--- src/rtl/vending_machine_param.sv ---
// Vending machine controller: accumulates nickel/dime/quarter credit, vends
// one item when credit reaches PRICE, then pays out change or refunds one
// nickel per cycle.
module vending_machine_param #(
    parameter int unsigned CREDIT_W = 4,
    parameter int unsigned PRICE    = 3
) (
    input  logic                clk,
    input  logic                rst,
    input  logic                nb,
    input  logic                db,
    input  logic                qb,
    input  logic                cancel,
    output logic                s,
    output logic                r,
    output logic                coin_rej,
    output logic [CREDIT_W-1:0] credit,
    output logic                busy
);

    // Headroom for credit plus the largest same-cycle coin sum (1+2+5).
    localparam int unsigned SUM_W = CREDIT_W + 4;
    localparam logic [SUM_W-1:0]    CREDIT_MAX = SUM_W'({CREDIT_W{1'b1}});
    localparam logic [SUM_W-1:0]    PRICE_S    = SUM_W'(PRICE);
    localparam logic [CREDIT_W-1:0] PRICE_C    = CREDIT_W'(PRICE);
    localparam logic [CREDIT_W-1:0] ONE_C      = CREDIT_W'(1);

    typedef enum logic [1:0] {
        ACCUM  = 2'd0,
        VEND   = 2'd1,
        CHANGE = 2'd2,
        REFUND = 2'd3
    } state_t;

    state_t           state;
    logic             any_coin;
    logic             cancel_ok;
    logic [SUM_W-1:0] coin_sum;
    logic [SUM_W-1:0] new_sum;

    // Coin value sum and prospective credit for the current cycle.
    always_comb begin
        any_coin  = nb | db | qb;
        coin_sum  = SUM_W'(nb) + SUM_W'({db, 1'b0}) + (qb ? SUM_W'(5) : '0);
        new_sum   = SUM_W'(credit) + coin_sum;
        cancel_ok = cancel && (credit != '0);
    end

    // State, credit and coin-reject register; cancel outranks coins in ACCUM.
    always_ff @(posedge clk) begin
        if (!rst) begin
            state    <= ACCUM;
            credit   <= '0;
            coin_rej <= 1'b0;
        end else begin
            case (state)
                ACCUM: begin
                    if (cancel_ok) begin
                        coin_rej <= any_coin;
                        state    <= REFUND;
                    end else if (new_sum > CREDIT_MAX) begin
                        coin_rej <= 1'b1;
                    end else begin
                        coin_rej <= 1'b0;
                        credit   <= new_sum[CREDIT_W-1:0];
                        if (new_sum >= PRICE_S) begin
                            state <= VEND;
                        end
                    end
                end
                VEND: begin
                    coin_rej <= any_coin;
                    credit   <= credit - PRICE_C;
                    state    <= (credit != PRICE_C) ? CHANGE : ACCUM;
                end
                CHANGE, REFUND: begin
                    coin_rej <= any_coin;
                    credit   <= credit - ONE_C;
                    if (credit == ONE_C) begin
                        state <= ACCUM;
                    end
                end
                default: begin
                    coin_rej <= 1'b0;
                    state    <= ACCUM;
                end
            endcase
        end
    end

    // Pulse outputs decoded purely from the state register.
    always_comb begin
        s    = (state == VEND);
        r    = (state == CHANGE) || (state == REFUND);
        busy = (state != ACCUM);
    end

endmodule

--- config.mk ---
export PLATFORM = sky130hd
export DESIGN_NAME = vending_machine_param
export DESIGN_NICKNAME = d
export VERILOG_FILES = /design/src/rtl/vending_machine_param.sv
export SDC_FILE = /design/constraint.sdc
export NUM_CORES = 1
export LEC_CHECK = 0
export ABC_AREA = 1
export CELL_PAD_IN_SITES_DETAIL_PLACEMENT = 0
export CELL_PAD_IN_SITES_GLOBAL_PLACEMENT = 1
export CORE_MARGIN = 8
export CORE_UTILIZATION = 36
export CTS_BUF_LIST = sky130_fd_sc_hd__clkbuf_8
export CTS_CLUSTER_DIAMETER = 200
export DETAILED_ROUTE_END_ITERATION = 12
export MAX_ROUTING_LAYER = met4
export PLACE_DENSITY = 0.8
export SLEW_MARGIN = 25
export SYNTH_ARGS = -nofsm -noshare
export SYNTH_HDL_FRONTEND = slang
export SYNTH_SLANG_ARGS = --single-unit
--- constraint.sdc ---
create_clock -name clk -period 2.2 [get_ports clk]
set_input_delay 0.22 -clock clk [delete_from_list [all_inputs] [get_ports clk]]
set_output_delay 0.22 -clock clk [all_outputs]
set_load 0.01 [all_outputs]
==> metrics.md, run 1 <==
| Metric | Value |
|---|---|
| Startpoint of the lowest-slack register-to-register path | `credit[0]` |
| Tightest slew margin relative to the limit | `82.75%` |
| Max incr delay on CP | `460 ps` |
| Net switching power figure | `586.1 µW` |
| Count of final setup violators | `0` |
| Via count of the first global-routing pass | `682` |
| Endpoints failing hold | `0` |
| Largest fanout of any net on the critical path | `2` |
| CP Class | `input pin to flop` |
| Die W | `58.43 µm` |
| Relative contribution of combinational cells to total power | `66.5%` |
| Cell Pwr Density | `1413 mW/mm²` |
| Filler cell count in the final layout | `181` |
| Kind of start point of the critical path | `input pin` |
| R2R setup slack | `360 ps` |
| Endpoint of the worst setup timing path | `state[0]` |
| Count of port buffers added during placement | `13` |
| Count of distinct cell types in the synthesized netlist | `23` |
| Sequential Power Share | `19.8%` |
| Area growth syn-to-layout | `37.07%` |
| Layout Skew | `2.416 ps` |
| Static power due to leakage | `0.4181 nW` |
| Shortest clock period the worst path allows after layout | `2041 ps` |
| First-pass GRT wire length | `2.939 mm` |
| Final RePlAce weighted congestion | `0.8118` |
| Most frequent standard cell in the layout excluding fill and tap cells | `sky130_fd_sc_hd__nand2_1` |
| Share of layout cells above drive strength 1 | `15.97%` |
| Clock group share of total power | `13.7%` |
| Flops & latches, synth | `7` |
| Arrival time of the worst setup path | `2150 ps` |
| Worst Tran Pin Value | `258.4 ps` |
| Number of violations reported at the end of detailed-routing iteration 0 | `20` |
| Skew-Pair Late Insertion Delay | `220 ps` |
| Synthesized area divided by synthesized cell count | `6.613 µm²` |
| Area used by sequential logic in the layout | `140.1 µm²` |
| Cells after synthesis | `98` |
| Hold_ws | `514.3 ps` |
| Max capacitance violation total | `0` |
| Highest clock rate | `490.0 MHz` |
| CORE AREA | `0.001708 mm²` |
| Largest net degree at the start of global routing | `9` |
| Design internal power | `668.7 µW` |
| TritonCTS clock tree | `done` |
| Class of the tightest hold or removal check | `flop to flop` |
| Worst reg2reg path endpoint | `credit[3]` |
| Starting utilization of the core area | `37.95%` |
| Area of the multi-input gates | `440.4 µm²` |
| CP endpoint kind | `flop` |
| Total I/O pin count | `14` |
| Series of cell instances along the critical path | `clkdlybuf4s50_1, fa_1, inv_1, fa_1, nor2_1, nor2_1, nand3_1, nand2_1, nand2_1, nand2_1, nand2_1, a21oi_2` |
| Sw frac | `46.71%` |
| DRC errors left | `0` |
| Count of TritonRoute iterations in the first routing pass | `4` |
| Most used cell, CP | `sky130_fd_sc_hd__nand2_1` |
| Status | `finished, final reports clean` |
| Post-CTS Setup Inserts | `0` |
| Launching element of the worst setup path | `nb` |
| Clk buf depth | `2` |
| Drt total wl | `1.649 mm` |
| Full die area | `0.003414 mm²` |
| GRT overflow | `0` |
| Unrepaired setup endpoints after global routing | `no` |
| Per-cell via count in the routed design | `4.826` |
| Cell depth of the worst setup path | `12` |
| Clock transition at the register clock pins on the worst setup and hold paths after CTS | `40 ps` |
| Global routing usage summed across all routing layers | `11.02%` |
| Setup TNS | `0 ps` |
| Register area share after synthesis | `21.62%` |
| Final Net Count | `134` |
| Worst Reg2Reg Path Length in Cells | `11` |
| Level count of the clock H-tree | `1` |
| Buf/Inv on CP | `2` |
| Most frequent cells in the layout | `25 x sky130_fd_sc_hd__nand2_1, 16 x sky130_fd_sc_hd__inv_1, 13 x sky130_fd_sc_hd__clkdlybuf4s50_1` |
| Number of rows created at floorplan | `15` |
| Overall via count from detail_route | `695` |
| Die boundary height | `58.43 µm` |
| HPWL Detailed | `1.369 mm` |
| Number of hold-repair buffers added at the cts stage | `0` |
| Final Slew Violations | `0` |
| Worst EP required | `2310 ps` |
| Critical-path cell with the highest stage delay | `sky130_fd_sc_hd__clkdlybuf4s50_1` |
| Antenna violations before repair | `0` |
| Clock sink count | `7` |
| Yosys warning total | `0` |
| Post-route ant nets | `0` |
| Root Buffer | `sky130_fd_sc_hd__clkbuf_8` |
| Final routed wire length divided by cell count | `11.45 µm` |
| Total nets after synthesis | `112` |
| Part of the cycle the worst path needs | `92.76%` |
| Count of antenna diodes in the layout | `0` |
| Post-Synthesis Cell Area | `648.1 µm²` |
| Number of buffers added by the clock tree synthesis step | `3` |
| Family of cells with the greatest summed delay on the critical path | `adder cells` |
| Maximum vdd drop | `504.8 µV` |
| # resized after CTS | `0` |
[power groups by stage]
stage                     combinational [mW]  clock [mW]  sequential (mW)
after CTS                              0.836       0.177            0.248
after global routing                   0.956       0.187            0.257
final                                  0.834       0.172            0.249
after floorplan                        0.539           0            0.258
after detailed placement               0.830           0            0.249
after global placement                 0.840           0            0.250
[routing by layer]
metal,vias up,track usage (%),part of all wire (%)
met5,-,-,0
met4,0,5.245,1.8
met3,2,1.522,4.1
met2,13,17.01,48
met1,316,13.79,46
li1,364,-,-
[how the worst min path moves through the flow]
stage	start	endpoint	slack [ps]	cells after the start
6_report	state[0]	state[0]	510	2
5_1_grt	state[0]	state[0]	550	2
4_1_cts	state[0]	state[0]	520	2
3_5_place_dp	state[0]	state[0]	510	2
3_3_place_gp	state[0]	state[0]	510	2
2_1_floorplan	rst	credit[3]	350	2
[worst reg2reg max path: stages, from the launching register on]
cell and delay (ps):
sky130_fd_sc_hd__dfxtp_1 350, sky130_fd_sc_hd__fa_1 200, sky130_fd_sc_hd__inv_1 50, sky130_fd_sc_hd__fa_1 370
sky130_fd_sc_hd__inv_1 80, sky130_fd_sc_hd__nand2_1 60, sky130_fd_sc_hd__a21oi_2 200, sky130_fd_sc_hd__o21ai_2 110
sky130_fd_sc_hd__inv_2 120, sky130_fd_sc_hd__nand2_1 60, sky130_fd_sc_hd__nand3_1 80, sky130_fd_sc_hd__inv_1 40
[synth_stat cells]
library cell / count / area (µm²)
sky130_fd_sc_hd__clkbuf_1: 1 / 3.750
sky130_fd_sc_hd__inv_2: 2 / 7.510
sky130_fd_sc_hd__o21ai_1: 3 / 15.01
sky130_fd_sc_hd__a31oi_1: 1 / 6.260
sky130_fd_sc_hd__nand4_1: 1 / 6.260
sky130_fd_sc_hd__o221ai_1: 1 / 8.760
sky130_fd_sc_hd__inv_1: 15 / 56.30
sky130_fd_sc_hd__o21ai_2: 1 / 8.760
sky130_fd_sc_hd__o21ai_0: 6 / 30.03
sky130_fd_sc_hd__nor2_1: 4 / 15.01
sky130_fd_sc_hd__fa_1: 2 / 40.04
sky130_fd_sc_hd__nand3_1: 7 / 35.03
sky130_fd_sc_hd__nor2_2: 3 / 18.77
sky130_fd_sc_hd__nor3_1: 2 / 10.01
sky130_fd_sc_hd__a21boi_2: 1 / 11.26
sky130_fd_sc_hd__dfxtp_1: 7 / 140.1
sky130_fd_sc_hd__nor2_4: 1 / 11.26
sky130_fd_sc_hd__nor4_1: 1 / 6.260
sky130_fd_sc_hd__or2_2: 1 / 6.260
sky130_fd_sc_hd__a21oi_2: 2 / 17.52
sky130_fd_sc_hd__ha_1: 6 / 75.07
sky130_fd_sc_hd__a21oi_1: 5 / 25.02
sky130_fd_sc_hd__nand2_1: 25 / 93.84
[flip-flops by register name (all words and copies together) (netlist names)]
| register | count |
|---|---|
| coin_rej | 1 |
| state | 2 |
| credit | 4 |
[per-stage QoR]
stage,area [µm²],power [mW],std cells,utilization (%),setup WS [ps]
2_1_floorplan,648.1,0.7974,98,-,377.0
3_3_place_gp,843.3,1.089,140,49.38,-61.40
3_5_place_dp,843.3,1.079,140,49.38,-75.66
4_1_cts,888.4,1.260,144,52.01,148.6
5_1_grt,888.4,1.400,144,52.01,12.55
6_report,888.4,1.255,144,52.01,159.3
[area by class of cell]
class / instances / area share [%]
Tap cell: 25 / 3.521
Clock inverter: 1 / 0.4225
Timing Repair Buffer: 18 / 18.87
Inverter: 17 / 7.183
Clock buffer: 3 / 4.648
Sequential cell: 7 / 15.77
Multi-Input combinational cell: 73 / 49.58
[cell families after synthesis]
family          count (synthesis)  synth area share, %
compound gates                 20                18.92
fa+ha+maj                       8                17.76
buf+inv                        18                10.42
flops                           7                21.62
simple gates                   45                31.27
(Power assumes the default switching activity.)
==> inputs of run 2 (changes only) <==
--- a/config.mk
+++ b/config.mk
@@ -12,7 +12,9 @@
 export CORE_UTILIZATION = 36
 export CTS_BUF_LIST = sky130_fd_sc_hd__clkbuf_8
 export CTS_CLUSTER_DIAMETER = 200
+export CTS_CLUSTER_SIZE = 12
 export DETAILED_ROUTE_END_ITERATION = 12
+export HOLD_SLACK_MARGIN = 0.15
 export MAX_ROUTING_LAYER = met4
 export PLACE_DENSITY = 0.8
 export SLEW_MARGIN = 25
==> results of run 2 <==
No change in the layout: final DEF, timing and power equal those of run 1.
==> inputs of run 3 (changes only) <==
--- a/config.mk
+++ b/config.mk
@@ -8,6 +8,7 @@
 export ABC_AREA = 1
 export CELL_PAD_IN_SITES_DETAIL_PLACEMENT = 0
 export CELL_PAD_IN_SITES_GLOBAL_PLACEMENT = 1
+export CORE_ASPECT_RATIO = 0.9
 export CORE_MARGIN = 8
 export CORE_UTILIZATION = 36
 export CTS_BUF_LIST = sky130_fd_sc_hd__clkbuf_8
@@ -16,7 +17,7 @@
 export DETAILED_ROUTE_END_ITERATION = 12
 export HOLD_SLACK_MARGIN = 0.15
 export MAX_ROUTING_LAYER = met4
-export PLACE_DENSITY = 0.8
+export PLACE_DENSITY = 0.86
 export SLEW_MARGIN = 25
 export SYNTH_ARGS = -nofsm -noshare
 export SYNTH_HDL_FRONTEND = slang
==> metrics.md, run 3 (same netlist as run 1, synthesis figures left out) <==
| Metric | Value |
|---|---|
| TritonCTS clock tree | `done` |
| Design internal power | `686.3 µW` |
| Sequential Power Share | `19.2%` |
| Cell Pwr Density | `1436 mW/mm²` |
| Net switching power figure | `595.1 µW` |
| Sw frac | `46.44%` |
| Class of the tightest hold or removal check | `input pin to flop` |
| HPWL Detailed | `1.409 mm` |
| Most frequent standard cell in the layout excluding fill and tap cells | `sky130_fd_sc_hd__nand2_1` |
| Highest clock rate | `489.4 MHz` |
| Count of TritonRoute iterations in the first routing pass | `4` |
| Number of buffers added by the clock tree synthesis step | `3` |
| Relative contribution of combinational cells to total power | `67.0%` |
| Status | `finished, final reports clean` |
| Final RePlAce weighted congestion | `0.8263` |
| Count of final setup violators | `0` |
| Most frequent cells in the layout | `25 x sky130_fd_sc_hd__nand2_1, 16 x sky130_fd_sc_hd__inv_1, 12 x sky130_fd_sc_hd__clkdlybuf4s50_1` |
| Post-CTS Setup Inserts | `0` |
| Tightest slew margin relative to the limit | `81.98%` |
| Drt total wl | `1.716 mm` |
| Skew-Pair Late Insertion Delay | `230 ps` |
| Global routing usage summed across all routing layers | `11.10%` |
| Static power due to leakage | `0.4261 nW` |
| DRC errors left | `0` |
| Total I/O pin count | `14` |
| Per-cell via count in the routed design | `4.699` |
| Clock transition at the register clock pins on the worst setup and hold paths after CTS | `40 ps` |
| Via count of the first global-routing pass | `615` |
| Total power draw | `1.281 mW` |
| Flip-flop count of the largest register after layout | `4` |
| Final Net Count | `134` |
| Final Slew Violations | `0` |
| # resized after CTS | `0` |
| Clock group share of total power | `13.8%` |
| Number of violations reported at the end of detailed-routing iteration 0 | `11` |
| Arrival time of the worst setup path | `2170 ps` |
| GRT overflow | `0` |
| CP endpoint kind | `flop` |
| Cell area after layout | `892.1 µm²` |
| Overall via count from detail_route | `672` |
| Post-route ant nets | `0` |
| Part of the cycle the worst path needs | `92.88%` |
| Largest net degree at the start of global routing | `9` |
| Largest fanout of any net on the critical path | `6` |
| Area post-placement | `842.1 µm²` |
| Count of port buffers added during placement | `13` |
| Die W | `60.73 µm` |
| Antenna violations before repair | `0` |
| Largest regs | `credit x4, state x2, coin_rej x1` |
| Starting utilization of the core area | `38.54%` |
| Number of rows created at floorplan | `14` |
| Kind of start point of the critical path | `input pin` |
| Clk buf depth | `2` |
| Maximum vdd drop | `891.3 µV` |
| Unrepaired setup endpoints after global routing | `no` |
| First-pass GRT wire length | `2.849 mm` |
| Root Buffer | `sky130_fd_sc_hd__clkbuf_8` |
| Count of antenna diodes in the layout | `0` |
| Shortest clock period the worst path allows after layout | `2043 ps` |
| Level count of the clock H-tree | `1` |
| Worst EP required | `2320 ps` |
| Filler cell count in the final layout | `181` |
| Max capacitance violation total | `0` |
| CP Class | `input pin to flop` |
| Clock sink count | `7` |
| Full die area | `0.003416 mm²` |
| Final routed wire length divided by cell count | `12.00 µm` |
| Layout Skew | `0.6422 ps` |
| Worst Tran Pin Value | `269.9 ps` |
| CORE AREA | `0.001682 mm²` |
| Endpoints failing hold | `0` |
| Share of layout cells above drive strength 1 | `16.81%` |
| Die boundary height | `56.26 µm` |
| Area growth syn-to-layout | `37.64%` |
| Number of hold-repair buffers added at the cts stage | `0` |
| Most flops, register | `credit` |
==> run 3: critical path, cell delays in order <==
cell,delay [ps]
sky130_fd_sc_hd__clkdlybuf4s50_1,510
sky130_fd_sc_hd__fa_2,220
sky130_fd_sc_hd__inv_1,50
sky130_fd_sc_hd__fa_1,370
sky130_fd_sc_hd__inv_1,80
sky130_fd_sc_hd__nand2_1,60
sky130_fd_sc_hd__a21oi_2,230
sky130_fd_sc_hd__o21ai_2,130
sky130_fd_sc_hd__inv_2,120
sky130_fd_sc_hd__nand2_1,60
sky130_fd_sc_hd__nand3_1,80
sky130_fd_sc_hd__inv_1,40
==> run 3: power groups by stage <==
stage                     clock, mW  combinational (mW)  sequential (mW)
after floorplan                   0               0.539            0.258
after global placement            0               0.853            0.247
final                         0.177               0.859            0.246
after global routing          0.191               0.965            0.254
after CTS                     0.183               0.862            0.246
after detailed placement          0               0.855            0.247
==> run 3: layout make-up <==
| type | count | area, µm² | share of cell area [%] |
|---|---|---|---|
| inverter | 17 | 63.81 | 7.153 |
| multi-input combinational | 73 | 442.9 | 49.65 |
| sequential | 7 | 140.1 | 15.71 |
| tap | 24 | 30.03 | 3.366 |
| clock inverter | 1 | 3.754 | 0.4208 |
| timing repair buffer | 18 | 170.2 | 19.07 |
| clock buffer | 3 | 41.29 | 4.628 |
==> run 3: final timing paths <==
check,start,end,slack [ps],cells after the start
setup / recovery,qb,credit[3],160,12
hold / removal,nb,coin_rej,410,3
setup reg to reg,credit[0],credit[3],330,11
hold reg to reg,state[0],state[0],530,2
==> run 3: routing by layer <==
layer	global-route usage (%)	vias up	routed length (µm)
li1	-	358	-
met1	13.79	297	826
met2	16.29	13	785
met3	4.318	4	82
met4	2.658	0	21
met5	-	-	0
==> run 3: per-stage QoR <==
stage	hold WS (ps)	util, %	instances	setup TNS, ps	setup WS [ps]
detailed placement	525.5	50.07	139	-152.8	-84.92
global route	460.6	53.05	143	0	9.937
finish	405.2	53.05	143	0	156.6
floorplan	345.8	-	98	0	377.0
CTS	531.7	52.75	143	0	146.7
global placement	511.9	50.07	139	-78.21	-39.33
